--- config.mk ---
export PLATFORM = sky130hd
export DESIGN_NAME = com_to_in
export DESIGN_NICKNAME = d
export VERILOG_FILES = /design/src/rtl/com_to_in.sv
export SDC_FILE = /design/constraint.sdc
export NUM_CORES = 1
export LEC_CHECK = 0
export BUFFER_PORTS_ARGS = -buffer_cell sky130_fd_sc_hd__clkbuf_2
export CORE_MARGIN = 5
export CORE_UTILIZATION = 50
export DETAILED_ROUTE_END_ITERATION = 6
export PLACE_DENSITY = 0.69
export SLEW_MARGIN = 20
export SYNTH_ARGS = -nofsm -noshare
export SYNTH_HDL_FRONTEND = slang
export SYNTH_SLANG_ARGS = --single-unit
--- constraint.sdc ---
create_clock -name clk -period 3 [get_ports clk]
set_input_delay 0.6 -clock clk [delete_from_list [all_inputs] [get_ports clk]]
set_output_delay 0.6 -clock clk [all_outputs]
set_load 0.01 [all_outputs]
--- src/rtl/com_to_in.sv ---
// Serial byte receiver for out_to_com frames; even parity bit added when COM_TO_IN_PARITY_EN is defined.
// Byte is valid about 9.5 bit periods + 3 cycles after the start edge; held byte waits for ack, overwrite sets sticky overrun.
module com_to_in #(
   parameter int CLKS_PER_BIT = 16
) (
   input  logic       clk,
   input  logic       reset_n,
   input  logic       rx,
   input  logic       ack,
   output logic [7:0] data,
   output logic       isValid,
   output logic       frameError,
   output logic       parityError,
   output logic       overrun,
   output logic [9:0] byteCount
);

   localparam int CW = $clog2(CLKS_PER_BIT);
   localparam logic [CW-1:0] HALF_CNT = CW'(CLKS_PER_BIT / 2 - 1);
   localparam logic [CW-1:0] LAST_CNT = CW'(CLKS_PER_BIT - 1);

`ifdef COM_TO_IN_PARITY_EN
   typedef enum logic [2:0] {IDLE, START, DATA, PARITY, STOP, WAIT_IDLE} state_t;
`else
   typedef enum logic [2:0] {IDLE, START, DATA, STOP, WAIT_IDLE} state_t;
`endif

   state_t        state, stateNxt;
   logic          rxMeta, rxs, rxPrev;
   logic [CW-1:0] cnt, cntNxt;
   logic [2:0]    bitIdx, bitIdxNxt;
   logic [7:0]    shiftReg;
   logic          sampleData;
   logic          frameDone;
`ifdef COM_TO_IN_PARITY_EN
   logic          parBit;
   logic          sampleParity;
`endif

   always_comb begin
      stateNxt   = state;
      cntNxt     = cnt + CW'(1);
      bitIdxNxt  = bitIdx;
      sampleData = 1'b0;
      frameDone  = 1'b0;
`ifdef COM_TO_IN_PARITY_EN
      sampleParity = 1'b0;
`endif
      case (state)
         IDLE: begin
            cntNxt = '0;
            if (rxPrev && !rxs) stateNxt = START;
         end
         START: begin
            // Mid-start sample: a line already back high was only a glitch.
            if (cnt == HALF_CNT) begin
               cntNxt    = '0;
               bitIdxNxt = '0;
               stateNxt  = rxs ? IDLE : DATA;
            end
         end
         DATA: begin
            if (cnt == LAST_CNT) begin
               cntNxt     = '0;
               sampleData = 1'b1;
               bitIdxNxt  = bitIdx + 3'd1;
               if (bitIdx == 3'd7) begin
`ifdef COM_TO_IN_PARITY_EN
                  stateNxt = PARITY;
`else
                  stateNxt = STOP;
`endif
               end
            end
         end
`ifdef COM_TO_IN_PARITY_EN
         PARITY: begin
            if (cnt == LAST_CNT) begin
               cntNxt       = '0;
               sampleParity = 1'b1;
               stateNxt     = STOP;
            end
         end
`endif
         STOP: begin
            if (cnt == LAST_CNT) begin
               cntNxt    = '0;
               frameDone = 1'b1;
               stateNxt  = rxs ? IDLE : WAIT_IDLE;
            end
         end
         WAIT_IDLE: begin
            cntNxt = '0;
            if (rxs) stateNxt = IDLE;
         end
         default: stateNxt = IDLE;
      endcase
   end

   always_ff @(posedge clk or negedge reset_n) begin
      if (!reset_n) begin
         rxMeta     <= 1'b1;
         rxs        <= 1'b1;
         rxPrev     <= 1'b1;
         state      <= IDLE;
         cnt        <= '0;
         bitIdx     <= '0;
         shiftReg   <= '0;
         data       <= '0;
         isValid    <= 1'b0;
         frameError <= 1'b0;
         overrun    <= 1'b0;
         byteCount  <= '0;
`ifdef COM_TO_IN_PARITY_EN
         parBit      <= 1'b0;
         parityError <= 1'b0;
`endif
      end else begin
         rxMeta <= rx;
         rxs    <= rxMeta;
         rxPrev <= rxs;
         state  <= stateNxt;
         cnt    <= cntNxt;
         bitIdx <= bitIdxNxt;
         if (sampleData) shiftReg <= {rxs, shiftReg[7:1]};
`ifdef COM_TO_IN_PARITY_EN
         if (sampleParity) parBit <= rxs;
`endif
         // A completing frame wins over ack: the new byte stays valid.
         if (frameDone) begin
            data       <= shiftReg;
            frameError <= ~rxs;
            isValid    <= 1'b1;
            byteCount  <= byteCount + 10'd1;
            if (isValid && !ack) overrun <= 1'b1;
`ifdef COM_TO_IN_PARITY_EN
            parityError <= ^{shiftReg, parBit};
`endif
         end else if (ack) begin
            isValid <= 1'b0;
         end
      end
   end

`ifndef COM_TO_IN_PARITY_EN
   assign parityError = 1'b0;
`endif

endmodule

Word level (Yosys, flattened, before mapping):

Cells that the tools add are included.

* bitwise operators: 1
* add/subtract/negate cells: 3
* equal/unequal tests: 13
* mux-type cells: 20
* reductions and logical operators: 12

Operators with widths (count)
* 3-bit 2-to-1 mux: 9
* 3-bit case mux with 5 select lines: 1
* 2-bit != test (second input constant): 6
* 4-bit case mux with 3 select lines: 1
* 10-bit by 1-bit adder with 10-bit output (second input constant): 1
* 4-bit 2-to-1 mux: 2
* 3-bit by 2-bit == test with 1-bit output (second input constant): 2
* 3-bit == test (second input constant): 2
* 3-bit case mux with 2 select lines: 1
* 6-bit AND reduction: 1
* 1-bit 2-to-1 mux: 5
* 4-bit by 1-bit adder with 4-bit output (second input constant): 1
* 4-bit by 3-bit == test with 1-bit output (second input constant): 1
* 4-bit == test (second input constant): 1
* 2-bit nonzero test: 2
* 2-bit OR reduction: 2
* 3-bit by 1-bit adder with 3-bit output (second input constant): 1
* 3-bit by 1-bit == test with 1-bit output (second input constant): 1
* 3-bit logical NOT: 1
* 3-bit AND reduction: 1
* 1-bit logical AND: 2
* 1-bit logical NOT: 2
* 2-bit 2-to-1 mux: 1
* 2-bit AND reduction: 1
* 1-bit NOT: 1

* flip-flop bits (word level): 42
* output and inout port bits: 22
* logic and storage cells: 61

Logic depth before layout (Yosys ltp):

Gate-level depths: netlist of the first run.

* depth after elaboration: 4
* mapped depth: 7
* gate-level depth less buffers: 5

Worst setup path before layout of the first run:

Ideal clock, no wire load.

* kind: flip-flop to flip-flop
* from: register cnt[0]
* to: register shiftReg[0]
* arrival: 1.490 ns
* buffers on the path: 0
* library setup time: 0.125 ns
* data required time: 2.875 ns
* path slack: 1.386 ns
* stages on the path, launching flop included: 5
* period minus slack after synthesis: 1.614 ns
* path through: dfrtp_1 > ha_1 > nand3b_4 > nor3_4 > mux2_2

* cells in the longest elaborated chain, start to end: 3

Ends and longest elaborated chain
* start, declared: RTL line 30 `logic [CW-1:0] cnt, cntNxt;`
* start signal, assigned: RTL line 123 `cnt <= cntNxt;`
* 4-bit == test: RTL line 63 `if (cnt == LAST_CNT) begin`
* 1-bit 2-to-1 mux: RTL line 63
* 1-bit 2-to-1 mux: RTL line 49 `case (state)`
* end signal, assigned: RTL line 125 `if (sampleData) shiftReg <= {rxs, shiftReg[7:1]};`
* end, declared: RTL line 32 `logic [7:0] shiftReg;`

No other way between the ends.
A chain may end at the register's enable or synchronous reset.

Worst setup path after layout of the first run:

* from: register cnt[0]
* to: register byteCount[6]

* cells in the longest elaborated chain, start to end: 3

Ends and longest elaborated chain
* 4-bit == test: RTL line 86 `if (cnt == LAST_CNT) begin`
* 1-bit 2-to-1 mux: RTL line 86
* 1-bit 2-to-1 mux: RTL line 49
* end signal, assigned: RTL line 134 `byteCount <= byteCount + 10'd1;`
* end, declared: RTL line 15 `output logic [9:0] byteCount`

No other way between the ends.

==> results of run 1 <==
## kinds of logic after synthesis
kind of cell	count (synthesis)	synth area share, %
xor gates and xnor gates	12	5.89
DFF	42	59.1
muxes	8	5.05
and+or+nand+nor	66	19.1
other	1	0.210
adders and majority gates	4	2.80
buffers and inverters	12	3.50
AOI/OAI and AO/OA	13	4.42
## metrics by stage
step	util [%]	instance area (sq um)	hold WS, ns
final	58.3	1980	0.335
after global routing	58.3	1980	0.302
after CTS	58.3	1980	0.320
after detailed placement	56.5	1920	0.348
after global placement	56.5	1920	0.346
after floorplan	-	1790	0.304
## critical path, delay by kind of cell, from the launching register on
family	cells	cell delay [ns]
xor+xnor	1	0.17
fa+ha+maj	1	0.30
flops	1	0.39
simple gates	3	1.03
## where the power goes
| part | switching (mW) | total [mW] | leakage (nW) | internal, mW |
|---|---|---|---|---|
| Clock | 0.170 | 0.283 | 0.0353 | 0.114 |
| Sequential | 0.0869 | 0.711 | 0.557 | 0.624 |
| Combinational | 0.119 | 0.208 | 0.446 | 0.0885 |
## sequential cells by signal (all words and copies together) (netlist names)
register	count
isValid	1
data	8
rxs	1
frameError	1
shiftReg	8
rxMeta	1
bitIdx	3
byteCount	10
overrun	1
cnt	4
state	3
rxPrev	1
## metal layers
layer / share of wire, % / routed length [microns] / vias to the layer above / global-route usage (%)
li1: - / - / 575 / -
met3: 3.5 / 110 / 7 / 3.77
met5: 0 / 0 / - / 0
met4: 1.7 / 54 / 0 / 5.96
met1: 44 / 1380 / 595 / 17.0
met2: 50 / 1560 / 21 / 23.2
## cell usage in the layout (no fill, tap or decap), types with 3 or more instances in the layout
cell / instances
ha_1: 4
xnor2_1: 8
xor2_1: 4
clkbuf_4: 5
nor2_1: 11
nand2_1: 32
nand4_1: 4
inv_1: 4
mux2_2: 8
dfstp_2: 3
a21oi_1: 5
and3_1: 3
clkbuf_2: 23
nand3_1: 5
dfrtp_1: 39
## final timing paths
check                                 startpoint                       end
worst max-delay path            cnt[0]$_DFF_PN0_  byteCount[6]$_DFFE_PN0P_
worst min-delay path                          rx          rxMeta$_DFF_PN1_
worst max register to register  cnt[0]$_DFF_PN0_  byteCount[6]$_DFFE_PN0P_
worst min register to register  rxMeta$_DFF_PN1_             rxs$_DFF_PN1_
max in group asynchronous                reset_n   shiftReg[2]$_DFFE_PN0P_
min in group asynchronous                reset_n          cnt[3]$_DFF_PN0_
## area by class of cell
class	instances	area [sq um]	share of cell area, %
well taps	46	57.6	2.91
inverters	4	15.0	0.760
repair buffers	24	120	6.08
clock buffers	7	55.1	2.79
multi-input cells	104	668	33.8
flip-flops and latches	42	1050	53.4
clock inverters	1	5.00	0.253
==> impl_results.md, run 1 <==
* Min-Delay Path Depth at 1
* Total track usage at 13.9%
* CTS tree: yes
* Synthesized area at 0.00179 sq mm
* Number of port buffers at 24
* Post-synthesis sequential element count at 42
* Status: completed
* Initial DRT Pass Iterations at 4
* Worst skew pair latency at 0.34 ns
* Max IR drop VDD at 0.000299 V
* CTS Root Cell: clkbuf_4
* Pin count of the biggest net entering global routing at 43
* Initial Util at 52.7%
* Tcrit/Tclk final at 66.5%
* Worst slack, placed at 1.01 ns
* # Max-Cap Violations at 0
* Inserted Diodes at 0
* WL/cell at 13.6 microns
* Synth Area per Inst at 11.3 sq um
* Initial antenna violation count at 0
* Via count at 1198
* Core area at 0.00339 sq mm
* Top-area cell type share of the netlist area at 54.7%
* Post-CTS Setup Bufs at 0
* Max-slew headroom at the worst pin at 39.7%
* Syn. warnings at 0
* Vias in the first global route at 1206
* Post-synthesis sequential area ratio at 59.1%
* EDFF count, synth at 0
* DR iter-0 viols at 79
* Fin worst setup slack at 1.00 ns
* Final Hold Fails at 0
* Post-CTS Resized at 0
* Worst-path maximum fanout at 13
* Most frequent cell after synthesis: dfrtp_1
* Total gr overflow at 0
* Synth cell count leaders: dfrtp_1 (39), nand2_1 (32), nor2_1 (11), mux2_2 (8), xnor2_1 (8)
* H-tree levels at 2
* DRC viols at 0
* Die W at 69.8 microns
* F_max at 0.501 GHz
* Worst-case clock buffer depth at 2
* Power Density at 608 mW/mm^2
* First-pass GRT wire length at 5.44 mm
* CP max stage delay at 0.64 ns
* Leakage at 1.04 nW
* Placer Congestion at 0.768
* Clk slew on worst S/H paths at 0.12 ns
* CP max-delay cell: nor2_1
* Yosys top cell by area: dfrtp_1
* Final net count at 189
* Mapped Cells at 158
* Crit path kind: reg2reg
* Synth Flop Type: dfrtp_1
* Final HPWL DP at 2.25 mm
* Total Negative Setup Slacks at 0 ns
* FF-to-FF path depth at 5
* Post-Layout Cell Count at 228
* Cts bufs inserted at 5
* Fillers at 286
* Clock sinks at 42
* Full die area at 0.00487 sq mm
* Final wirelength at 3.11 mm
* FF-to-FF setup slack at 1.00 ns
* Slew at the pin closest to its max-slew limit at 0.904 ns
* Die Ht at 69.8 microns
* Post-route ant nets at 0
* Worst-path cell chain: ha_1, nand3b_4, nor2_1, nand4_1, xnor2_1
* Syn_nets at 166
* Type of destination of the critical path: flip-flop
* Distinct cells, synth at 33
* Startpoint Class: flip-flop
* Layout cells sized above 1 at 25.3%
* Async S/R FF share, synth at 100%
* Hold_buf cts at 0
* DR vias/cell at 5.25
* Final max-slew violation count at 0
* Clock Skew at 0.0108 ns
* Pwr Total at 1.20 mW
* Final setup vio count at 0
* Area contributors post-synth: dfrtp_1 (55%), nand2_1 (6.7%), mux2_2 (5.0%)
* IO Count at 26
* Hold WC Path Type: in2reg
* Layout area overhead at 10.7%
* Post-placement cell count at 220
* Post-layout min period at 2.00 ns
* Core Rows at 21
* CP arrival at 2.23 ns
* Required @ worst endpoint at 3.24 ns
* RSZ-0062 raised after global routing: false
No activity file was read; power rests on OpenSTA's default activity.
==> inputs of run 2 (changes only) <==
PLACE_DENSITY = 0.72   (was 0.69)
clock period = 1.8 ns   (was 3 ns; I/O delays follow)
==> run 2 against run 1 <==
Net effect:
- core utilization is 1.2 points higher
- critical path depth is 1 lower
- sequential power is 63% higher
- non-clock buffer count is 5 higher
- power is 71% higher
- via count is 0.50% higher
- clock power is 70% higher
- register-to-register slack worse by 0.91 ns
- worst setup slack worse by 0.91 ns
- combinational power is 100% higher
- largest cell class unchanged
- highest routed layer unchanged
==> impl_results.md, run 2 (same netlist as run 1, synthesis figures left out) <==
* Pin count of the biggest net entering global routing at 43
* Post-CTS Setup Bufs at 0
* Slew at the pin closest to its max-slew limit at 0.555 ns
* First-pass GRT wire length at 5.59 mm
* Final net count at 194
* Inserted Diodes at 0
* DRC viols at 0
* CTS Root Cell: clkbuf_4
* Worst-case clock buffer depth at 2
* CP arrival at 1.93 ns
* Final wirelength at 3.11 mm
* Full die area at 0.00487 sq mm
* Leakage at 1.06 nW
* Post-Layout Cell Count at 233
* Layout cells sized above 1 at 27.8%
* Core area at 0.00339 sq mm
* Final Hold Fails at 0
* Fillers at 294
* Type of destination of the critical path: flip-flop
* Initial DRT Pass Iterations at 4
* Most common cell after layout, fill and taps aside: dfrtp_1
* Post-route ant nets at 0
* Clk slew on worst S/H paths at 0.13 ns
* Die W at 69.8 microns
* Tcrit/Tclk final at 94.7%
* Total gr overflow at 0
* F_max at 0.587 GHz
* Hold WC Path Type: in2async
* Clock sinks at 42
* Final setup vio count at 0
* Required @ worst endpoint at 2.03 ns
* Top reg by flops: byteCount
* Sequential share of power at 56.5%
* RSZ-0062 raised after global routing: false
* Total Negative Setup Slacks at 0 ns
* Combinational share of power at 20.2%
* DR vias/cell at 5.17
* # Max-Cap Violations at 0
* Final instance area at 0.00202 sq mm
* Post-placement cell count at 225
* Placed Area at 0.00195 sq mm
* CTS tree: yes
* Final max-slew violation count at 0
* Clock Skew at 0.0130 ns
* Cts bufs inserted at 5
* Net Sw Frac at 31.4%
* WL/cell at 13.3 microns
* Worst skew pair latency at 0.34 ns
* H-tree levels at 2
* Status: completed
* Hold_buf cts at 0
* Worst-path maximum fanout at 9
* Vias in the first global route at 1272
* Top flop regs: byteCount: 10 flops, data: 8 flops, shiftReg: 8 flops
* Final HPWL DP at 2.24 mm
* Post-layout min period at 1.70 ns
* Initial Util at 52.7%
* Crit path kind: reg2reg
* Initial antenna violation count at 0
* Power Density at 1020 mW/mm^2
* Placer Congestion at 0.793
* Layout area overhead at 13.0%
* Max FFs per register at 10
* Commonest cells after routing, fill and taps aside: dfrtp_1 (39), nand2_1 (32), clkbuf_2 (24)
* Net Sw Power at 0.647 mW
* Clock power frac at 23.3%
* Core Rows at 21
* Post-CTS Resized at 0
* Die Ht at 69.8 microns
* DR iter-0 viols at 43
* Max IR drop VDD at 0.000546 V
* Via count at 1204
* Int Pwr at 1.41 mW
* Total track usage at 14.0%
* Startpoint Class: flip-flop
* IO Count at 26
* Max-slew headroom at the worst pin at 63.0%
* Number of port buffers at 24
-- run 2: stage by stage --
step	util (%)	total power, mW	hold slack [ns]	setup slack [ns]
3_5_place_dp	57.6	1.60	0.348	0.0926
2_1_floorplan	-	1.46	0.0644	0.186
4_1_cts	59.5	2.09	0.0645	0.0843
3_3_place_gp	57.6	1.57	0.348	0.164
6_report	59.5	2.06	0.0626	0.0958
5_1_grt	59.5	2.19	0.0646	0.0145
-- run 2: worst max-delay path, cell delays in order (launching register included) --
cell,delay [ns]
dfrtp_1,0.39
ha_1,0.22
nand3b_4,0.16
nor3_4,0.43
mux2_2,0.39
-- run 2: worst paths after layout --
check                                          endpoint        startpoint  depth (start not counted)  slack [ns]
worst min register to register            rxs$_DFF_PN1_  rxMeta$_DFF_PN1_                          0        0.36
worst max register to register  shiftReg[7]$_DFFE_PN0P_  cnt[0]$_DFF_PN0_                          4         0.1
max in group asynchronous              rxPrev$_DFF_PN1_           reset_n                          2        1.36
worst min-delay path            shiftReg[1]$_DFFE_PN0P_           reset_n                          2        0.06
min in group clk                       rxMeta$_DFF_PN1_                rx                          1        0.09
worst max-delay path            shiftReg[7]$_DFFE_PN0P_  cnt[0]$_DFF_PN0_                          4         0.1
-- run 2: layer usage --
metal	global-route usage, %	wire (microns)	part of all wire, %	vias to the layer above
li1	-	-	-	586
met4	3.83	17	0.55	0
met5	0	0	0	-
met1	17.0	1350	43	591
met3	4.20	160	5.1	3
met2	24.0	1590	51	24
-- run 2: cell type report --
class	count	area, sq um	share of cell area (%)
inverters	4	15.0	0.744
flip-flops and latches	42	1050	52.3
multi-input cells	104	668	33.1
well taps	46	57.6	2.85
clock buffers	6	51.3	2.54
repair buffers	29	158	7.82
clock inverters	2	12.5	0.620
-- run 2: power by group through the flow --
stage          Sequential (mW)  Combinational, mW  Clock (mW)
2_1_floorplan             1.11              0.346           0
5_1_grt                   1.18              0.470       0.540
3_5_place_dp              1.18              0.420           0
3_3_place_gp              1.17              0.402           0
4_1_cts                   1.16              0.422       0.501
6_report                  1.16              0.416       0.480
